`config.mk`:
```
export PLATFORM = sky130hd
export DESIGN_NAME = gcn_operand_addr_gen
export DESIGN_NICKNAME = d
export VERILOG_FILES = /design/src/rtl/gcn_addr_pkg.sv /design/src/rtl/gcn_wrap_counter.sv /design/src/rtl/gcn_operand_addr_gen.sv
export SDC_FILE = /design/constraint.sdc
export NUM_CORES = 1
export LEC_CHECK = 0
export ABC_AREA = 1
export CORE_MARGIN = 4
export CORE_UTILIZATION = 42
export CTS_BUF_LIST = sky130_fd_sc_hd__clkbuf_16
export DETAILED_ROUTE_END_ITERATION = 10
export PLACE_DENSITY = 0.84
export SKIP_LAST_GASP = 1
export SLEW_MARGIN = 20
export SYNTH_ARGS = -nofsm -noshare
export SYNTH_HDL_FRONTEND = slang
export SYNTH_SLANG_ARGS = --single-unit
```
`constraint.sdc`:
```
create_clock -name clk -period 1.9 [get_ports clk]
set_clock_uncertainty 0.05 [all_clocks]
set_input_delay 0.19 -clock clk [delete_from_list [all_inputs] [get_ports clk]]
set_output_delay 0.19 -clock clk [all_outputs]
set_load 0.02 [all_outputs]
```
`src/rtl/gcn_addr_pkg.sv`:
```
// rtl/gcn_addr_pkg.sv - shared types and constants for the GCN operand address generator
package gcn_addr_pkg;

  typedef enum logic [1:0] {
    IDLE,
    RD_WEIGHT,
    RD_FEATURE,
    FINISH
  } addr_gen_state_t;

  localparam logic SEL_WEIGHT  = 1'b0;
  localparam logic SEL_FEATURE = 1'b1;

endpackage

```
`src/rtl/gcn_wrap_counter.sv`:
```
// rtl/gcn_wrap_counter.sv - modulo-MAX counter with clear priority and terminal flag
module gcn_wrap_counter #(
  parameter int MAX   = 2,
  parameter int WIDTH = 1
) (
  input  logic             clk,
  input  logic             reset,
  input  logic             inc,
  input  logic             clr,
  output logic [WIDTH-1:0] count,
  output logic             at_max
);

  localparam logic [WIDTH-1:0] TOP = WIDTH'(MAX - 1);

  assign at_max = (count == TOP);

  // Wrap at TOP explicitly so non-power-of-two sizes never overshoot.
  always_ff @(posedge clk or posedge reset) begin
    if (reset) begin
      count <= '0;
    end else if (clr) begin
      count <= '0;
    end else if (inc) begin
      count <= at_max ? '0 : count + 1'b1;
    end
  end

endmodule

```
`src/rtl/gcn_operand_addr_gen.sv`:
```
// rtl/gcn_operand_addr_gen.sv - weight-column / feature-row read address sequencer
import gcn_addr_pkg::*;

module gcn_operand_addr_gen #(
  parameter int FEATURE_ROWS   = 6,
  parameter int WEIGHT_COLS    = 3,
  parameter int ADDRESS_WIDTH  = 13,
  parameter int FEATURE_BASE   = 512,
  parameter int FEATURE_STRIDE = 1,
  parameter int WEIGHT_BASE    = 0,
  parameter int WEIGHT_STRIDE  = 1,
  parameter int ROW_W = (FEATURE_ROWS > 1) ? $clog2(FEATURE_ROWS) : 1,
  parameter int COL_W = (WEIGHT_COLS > 1) ? $clog2(WEIGHT_COLS) : 1
) (
  input  logic                     clk,
  input  logic                     reset,
  input  logic                     start,
  input  logic                     abort,
  output logic                     rd_valid,
  input  logic                     rd_ready,
  output logic [ADDRESS_WIDTH-1:0] rd_addr,
  output logic                     rd_sel,
  output logic [ROW_W-1:0]         feature_count,
  output logic [COL_W-1:0]         weight_count,
  output logic                     last,
  output logic                     busy,
  output logic                     done
);

  localparam longint ADDR_SPAN   = longint'(1) << ADDRESS_WIDTH;
  localparam longint FEATURE_TOP = longint'(FEATURE_BASE) +
                                   longint'(FEATURE_ROWS - 1) * longint'(FEATURE_STRIDE);
  localparam longint WEIGHT_TOP  = longint'(WEIGHT_BASE) +
                                   longint'(WEIGHT_COLS - 1) * longint'(WEIGHT_STRIDE);

  if (FEATURE_TOP >= ADDR_SPAN) begin : g_feature_range_bad
    $error("feature address range exceeds ADDRESS_WIDTH");
  end
  if (WEIGHT_TOP >= ADDR_SPAN) begin : g_weight_range_bad
    $error("weight address range exceeds ADDRESS_WIDTH");
  end

  addr_gen_state_t state, state_next;
  logic row_inc, row_clr, row_at_max;
  logic col_inc, col_clr, col_at_max;
  logic fire;

  gcn_wrap_counter #(.MAX(FEATURE_ROWS), .WIDTH(ROW_W)) u_row_counter (
    .clk    (clk),
    .reset  (reset),
    .inc    (row_inc),
    .clr    (row_clr),
    .count  (feature_count),
    .at_max (row_at_max)
  );

  gcn_wrap_counter #(.MAX(WEIGHT_COLS), .WIDTH(COL_W)) u_col_counter (
    .clk    (clk),
    .reset  (reset),
    .inc    (col_inc),
    .clr    (col_clr),
    .count  (weight_count),
    .at_max (col_at_max)
  );

  always_ff @(posedge clk or posedge reset) begin
    if (reset) begin
      state <= IDLE;
    end else begin
      state <= state_next;
    end
  end

  assign fire = rd_valid & rd_ready;

  // Abort wins over any handshake in the same cycle; the accepted beat is dropped.
  always_comb begin
    state_next = state;
    row_inc    = 1'b0;
    row_clr    = 1'b0;
    col_inc    = 1'b0;
    col_clr    = 1'b0;
    if (abort && state != IDLE) begin
      state_next = IDLE;
      row_clr    = 1'b1;
      col_clr    = 1'b1;
    end else begin
      case (state)
        IDLE: begin
          if (start) begin
            state_next = RD_WEIGHT;
            row_clr    = 1'b1;
            col_clr    = 1'b1;
          end
        end
        RD_WEIGHT: begin
          if (fire) begin
            state_next = RD_FEATURE;
            row_clr    = 1'b1;
          end
        end
        RD_FEATURE: begin
          if (fire) begin
            if (!row_at_max) begin
              row_inc = 1'b1;
            end else if (!col_at_max) begin
              row_clr    = 1'b1;
              col_inc    = 1'b1;
              state_next = RD_WEIGHT;
            end else begin
              state_next = FINISH;
            end
          end
        end
        FINISH:  state_next = IDLE;
        default: state_next = IDLE;
      endcase
    end
  end

  // Everything below decodes registered state and counts only; rd_ready never reaches it.
  assign rd_valid = (state == RD_WEIGHT) || (state == RD_FEATURE);
  assign rd_sel   = (state == RD_FEATURE) ? SEL_FEATURE : SEL_WEIGHT;
  assign busy     = (state != IDLE);
  assign done     = (state == FINISH);
  assign last     = (state == RD_FEATURE) && row_at_max && col_at_max;

  always_comb begin
    rd_addr = '0;
    case (state)
      RD_WEIGHT: rd_addr = ADDRESS_WIDTH'(WEIGHT_BASE) +
                           ADDRESS_WIDTH'(weight_count) * ADDRESS_WIDTH'(WEIGHT_STRIDE);
      RD_FEATURE: rd_addr = ADDRESS_WIDTH'(FEATURE_BASE) +
                            ADDRESS_WIDTH'(feature_count) * ADDRESS_WIDTH'(FEATURE_STRIDE);
      default: rd_addr = '0;
    endcase
  end

endmodule

```
==> results by group, run 1 <==
Floorplan
  – Initial Util: 0.459
  – Core area: between 1500 and 2000 um^2
  – Die width: just under 50 um
  – FP Rows: 14
  – IO Count: 28
  – Die footprint: about 2400 um^2
  – Die Ht: about 49 um

Yosys
  – Mean Syn Cell Area: approximately 7.2 um^2
  – Yosys top cell area share: 0.247
  – Cell count after synthesis: 99
  – Yosys top cell by area: dfrtp_1
  – Register area share after synthesis: 0.247
  – Count leader, synth: nand2_1
  – Post-synth EDFFs: 0
  – Top cells by area, synth: dfrtp_1 (25%), ha_1 (11%), nand2_1 (10%)
  – Netlist Area Pre-Place: between 700 and 800 um^2
  – Async SR Flop Fraction: 1.00
  – Synth Register Bits: 7
  – Ys flop type: dfrtp_1
  – Top post-synthesis cells by count: nand2_1 (19), nor2_1 (12), inv_1 (11)
  – YS warnings: 0
  – Unique masters post-synth: 22

Finish
  – Final core occ: 0.623
  – Area Overhead vs Synth: 35.5%
  – Antenna diodes: 0
  – Ratio of cells with drive above 1 in the final layout: 0.195
  – Fillers: 141
  – Nets: approximately 140

Worst setup path
  – Worst-case reg-to-reg path depth: 12
  – Reg-to-reg critical path startpoint: state[1]
  – Setup crit end kind: output pin
  – CP Class: reg2out
  – End of the worst register-to-register path: u_row_counter.count[0]
  – FF-to-FF setup slack: 200 ps
  – Crit path required time: 1660 ps
  – Largest fanout on the critical path: 5
  – CP arrival: 1610 ps
  – Startpoint class of the critical path: flop

Route
  – Antenna-violating nets left: 0
  – Detailed Route WL: around 1600 um
  – DR vias: 652
  – DRC viols: 0
  – Routed WL per cell: around 12 um
  – DRT iter0 DRCs: 12
  – DR vias/cell: around 4.7
  – Drt pass-1 iters: 4

Power
  – Static leakage: about 0.50 nW
  – Maximum VDD drop: around 980 uV
  – Power share of the clock group: 0.254
  – Combinational power share: 0.573
  – Int Power: ~790 uW
  – Sw Ratio: 0.437
  – Net Sw Power: between 600 and 700 uW
  – Sequential Power Share: 0.173
  – Power per cell area: approximately 1500 nW/um^2

Global routing
  – Initial antenna violation count: 0
  – Global route overflow: 0
  – GRT Total Usage: 0.137
  – Vias in the first global route: 586
  – First-pass GRT wire length: around 2500 um
  – Largest net degree at the start of global routing: 9

Clock network
  – Clk slew on worst S/H paths: 40 ps
  – CTS tree: built
  – H-Tree Depth: 1
  – Clk Latency, worst-skew pair: approximately 230 ps
  – Post-CTS setup buffer count: 0
  – CTS buffer count: 3
  – Maximum clock insertion buffer count: 2
  – Sink Count: 7
  – Cts hold-fix bufs: 0
  – Root Buffer: clkbuf_16

STA
  – Tmin final: between 1500 and 2000 ps
  – Highest Clock Rate: ~0.54 GHz
  – Final Setup Violations: 0
  – Min Hold Slack: around 150 ps
  – RSZ-0062 raised after global routing: false
  – Hold Fails Final Rpt: 0
  – Slew Limit Fails: 0
  – Tcrit/Tclk final: 0.972

Run status
  – Status: completed

Placed design
  – DP Wirelength: between 1000 and 1500 um
  – Buffers added on ports: 18
  – Gpl congestion: roughly 0.86

Worst hold path
  – Worst hold path class: in2async

Job
  – Max-cap violations: 0
registers in the layout, indices dropped and copies added, names as in the netlist:
register,flops
u_row_counter.count,3
state,2
u_col_counter.count,2
worst max-delay path, stage by stage, from the launching register on:
cell	delay, ps
dfrtp_1	410
inv_1	130
ha_1	330
inv_1	60
a21oi_1	100
dlygate4sd2_1	340
layer usage:
metal	GRT usage	part of all wire	vias to the layer above
met5	0	0	-
met4	0.0807	0.018	0
met3	0.0336	0.046	4
met2	0.234	0.50	20
met1	0.151	0.43	293
li1	-	-	335
final cells by class:
| class | count | area [um^2] | area share |
|---|---|---|---|
| inverters | 14 | 52.6 | 0.0548 |
| well taps | 16 | 20.0 | 0.0209 |
| clock buffers | 3 | 75.1 | 0.0782 |
| repair buffers | 23 | 210 | 0.219 |
| multi-input cells | 75 | 423 | 0.441 |
| clock inverters | 1 | 3.75 | 0.00391 |
| flip-flops and latches | 7 | 175 | 0.183 |
logic make-up (layout without fill, tap and decap cells):
family / after synthesis / count (layout) / synth area share
simple gates: 49 / 49 / 0.345
flops: 7 / 7 / 0.247
other cells: 1 / 9 / 0.00530
xor+xnor: 1 / 1 / 0.0124
fa+ha+maj: 6 / 6 / 0.106
compound gates: 10 / 10 / 0.0830
buf+inv: 25 / 41 / 0.201
per-stage QoR:
stage               power, mW  cells  cell area [um^2]  setup WS (ps)  setup TNS, ps
CTS                      1.40    139               960           -179           -179
global placement         1.05    135               886           39.7              0
global route             1.50    139               960           2.07              0
floorplan               0.799    107               738            255              0
finish                   1.40    139               960           54.0              0
detailed placement       1.07    135               886           8.94              0
worst max path at each step:
stage             start         end  slack (ps)  cells past startpoint
6_report       state[1]  rd_addr[0]          50                      5
5_1_grt        state[1]  rd_addr[0]           2                      5
4_1_cts        state[0]  rd_addr[2]        -180                      6
3_5_place_dp   state[1]  rd_addr[1]           9                      5
3_3_place_gp   state[1]  rd_addr[1]          40                      5
2_1_floorplan  state[0]  rd_addr[1]         250                      5
cell usage in the layout (no fill, tap or decap):
cell type | netlist | routed
nand2_1 | 19 | 19
o21a_1 | 2 | 2
or2_1 | 1 | 1
ha_2 | 0 | 1
o21ai_1 | 2 | 2
inv_1 | 11 | 12
ha_1 | 6 | 5
nor2_1 | 12 | 12
clkinv_1 | 1 | 1
nand2_2 | 6 | 6
nor2_2 | 1 | 1
buf_4 | 9 | 5
dfrtp_1 | 7 | 7
nand3_4 | 1 | 1
xor2_1 | 1 | 1
inv_2 | 2 | 2
a21oi_1 | 2 | 2
conb_1 | 1 | 9
dlygate4sd2_1 | 0 | 4
nand3_2 | 3 | 3
clkdlybuf4s15_1 | 0 | 1
clkbuf_2 | 0 | 1
nand3_1 | 6 | 6
dlymetal6s2s_1 | 0 | 1
clkdlybuf4s50_1 | 0 | 11
o21ai_0 | 3 | 3
a21oi_2 | 1 | 1
clkbuf_16 | 0 | 3
power by group through the flow:
stage          combinational, mW  sequential [mW]  clock (mW)
3_5_place_dp               0.825            0.245           0
6_report                   0.802            0.243       0.356
4_1_cts                    0.804            0.243       0.357
3_3_place_gp               0.810            0.242           0
2_1_floorplan              0.537            0.262           0
5_1_grt                    0.880            0.252       0.371
timing repair:
item,in CTS,in global routing
endpoints found under the setup margin,7,3
cloned,0,0
resized for setup,7,4
No activity file was read; power rests on OpenSTA's default activity.
==> run 2: changes to the inputs <==
- CAP_MARGIN: default -> 10
- CORE_MARGIN: 4 -> 2
==> results by group, run 2 (same netlist as run 1, synthesis figures left out) <==
Finish
  – Largest regs: u_row_counter.count (3), state (2), u_col_counter.count (2)
  – Area Overhead vs Synth: 34.6%
  – Fillers: 136 (-3.5%)
  – Max reg flops: 3 (unchanged)
  – FF+latch area: 175 um^2 (unchanged)
  – Nets: 135 (unchanged)
  – Most common cell after layout, fill and taps aside: nand2_1
  – Ratio of cells with drive above 1 in the final layout: 0.203 (+0.00813)
  – Antenna diodes: 0 (unchanged)
  – Footprint of the multi-input gates: 423 um^2 (unchanged)
  – Most frequent cells in the layout: nand2_1 (19), inv_1 (12), nor2_1 (12)
  – Most flops, register: u_row_counter.count

Clock network
  – Clk slew on worst S/H paths: 40 ps (about the same)
  – Maximum clock insertion buffer count: 2 (unchanged)
  – CTS buffer count: 3 (unchanged)
  – H-Tree Depth: 1 (unchanged)
  – Sink Count: 7 (unchanged)
  – Clk Latency, worst-skew pair: 230 ps (about the same)
  – Cts hold-fix bufs: 0 (unchanged)
  – CTS tree: built
  – Root Buffer: clkbuf_16

Floorplan
  – Die footprint: 2030 um^2 (-16%)
  – Initial Util: 0.459 (unchanged)
  – IO Count: 28 (unchanged)
  – Core area: 1540 um^2 (unchanged)
  – FP Rows: 14 (unchanged)
  – Die Ht: 45.1 um (-8.2%)
  – Die width: 45.1 um (-8.2%)

Worst setup path
  – CP Cell Sequence: inv_1, ha_1, buf_4, dlygate4sd2_1
  – Reg-to-reg critical path startpoint: state[1]
  – Critical path's slowest cell: dfrtp_1
  – Largest fanout on the critical path: 5 (unchanged)
  – CP Class: reg2out
  – Crit path max-delay family: buffers and inverters
  – FF-to-FF setup slack: 140 ps (-60 ps)
  – Setup crit end kind: output pin
  – Worst-case reg-to-reg path depth: 12 (unchanged)
  – Number of buffers and inverters on the critical path: 3 (unchanged)
  – End of the worst register-to-register path: u_row_counter.count[0]
  – Crit path required time: 1660 ps (about the same)
  – CP arrival: 1600 ps (about the same)
  – Startpoint class of the critical path: flop
  – Critical path's largest stage delay: 430 ps (+20 ps)

Worst hold path
  – Worst hold path class: in2async

Global routing
  – Vias in the first global route: 636 (+8.5%)
  – Initial antenna violation count: 0 (unchanged)
  – First-pass GRT wire length: 2600 um (+3.3%)
  – Global route overflow: 0 (unchanged)
  – Largest net degree at the start of global routing: 9 (unchanged)
  – GRT Total Usage: 0.182 (+0.0443)

STA
  – Tcrit/Tclk final: 0.967 (-0.00455)
  – RSZ-0062 raised after global routing: true
  – Hold Fails Final Rpt: 0 (unchanged)
  – Slew Limit Fails: 0 (unchanged)
  – Setup TNS: 0 ps (unchanged)
  – Min Hold Slack: 150 ps (+2.69 ps)
  – Final Setup Violations: 0 (unchanged)
  – Highest Clock Rate: 0.544 GHz (+0.47%)
  – Tmin final: 1840 ps (-8.64 ps)

Route
  – DRT iter0 DRCs: 17 (+5)
  – Detailed Route WL: 1530 um (-4.3%)
  – DRC viols: 0 (unchanged)
  – DR vias: 651 (-0.15%)
  – Antenna-violating nets left: 0 (unchanged)
  – Drt pass-1 iters: 4 (unchanged)
  – DR vias/cell: 4.68 (-0.15%)
  – Routed WL per cell: 11.0 um (-4.3%)

Placed design
  – DP Wirelength: 1230 um (-4.6%)
  – Buffers added on ports: 18 (unchanged)
  – Gpl congestion: 0.893 (+3.6%)

Job
  – Max-cap violations: 0 (unchanged)

Run status
  – Status: completed

Power
  – Maximum VDD drop: 1030 uV (+4.4%)
  – Power per cell area: 1480 nW/um^2 (+1.6%)
  – Static leakage: 0.507 nW (+0.53%)
==> run 2: cell types whose count changed in the layout (fill, tap and decap cells not counted), sizes merged <==
cell and change:
clkbuf +1, clkdlybuf4s15 -1, clkdlybuf4s50 -1, dlygate4sd2 +1
==> run 2: worst max path at each step <==
stage                        start    endpoint  slack [ps]  cells past startpoint
final                     state[1]    rd_valid          60                      4
after global placement    state[1]  rd_addr[0]          40                      5
after floorplan           state[0]  rd_addr[1]         250                      5
after detailed placement  state[1]  rd_addr[1]         -20                      5
after global routing      state[0]  rd_addr[2]          -5                      6
after CTS                 state[1]  rd_addr[1]           4                      5
==> run 2: layout make-up <==
type                            count  area share
Multi-Input combinational cell     75       0.444
Timing Repair Buffer               23       0.214
Sequential cell                     7       0.184
Clock buffer                        3      0.0787
Inverter                           14      0.0551
Tap cell                           16      0.0210
Clock inverter                      1     0.00394
==> run 2: timing repair <==
item                       CTS  global route
setup endpoints to repair    7             4
buffers inserted             0             0
resized for setup            8             5
==> run 2: worst reg2reg max path, stage by stage (launching register included) <==
cell and delay, ps:
dfrtp_1 430, inv_1 130, ha_1 350, buf_4 130, nand2_2 50, inv_2 80, nand2_1 60, nand2_1 60
clkinv_1 50, nand2_1 70, nand2_1 70, nand2_2 70, nor2_1 40
==> run 2: per-layer routing <==
metal | part of all wire | global-route usage | up-vias
met5 | 0 | 0 | -
met4 | 0.039 | 0.106 | 0
met3 | 0.074 | 0.0640 | 8
met2 | 0.46 | 0.294 | 27
met1 | 0.42 | 0.205 | 283
li1 | - | - | 333
==> run 2: metrics by stage <==
stage | setup WS (ps) | power [mW] | util | area (um^2) | instances
3_5_place_dp | -20.2 | 1.08 | 0.575 | 886 | 135
6_report | 62.6 | 1.41 | 0.619 | 953 | 139
5_1_grt | -4.85 | 1.52 | 0.619 | 953 | 139
3_3_place_gp | 44.6 | 1.05 | 0.575 | 886 | 135
4_1_cts | 4.03 | 1.43 | 0.622 | 958 | 139
2_1_floorplan | 255 | 0.799 | - | 738 | 107
==> run 2: power breakdown <==
part / total (mW) / switching [mW] / internal [mW] / leakage, nW
registers: 0.246 / 0.0540 / 0.192 / 0.0934
logic: 0.808 / 0.486 / 0.322 / 0.371
clock network: 0.360 / 0.0861 / 0.274 / 0.0423
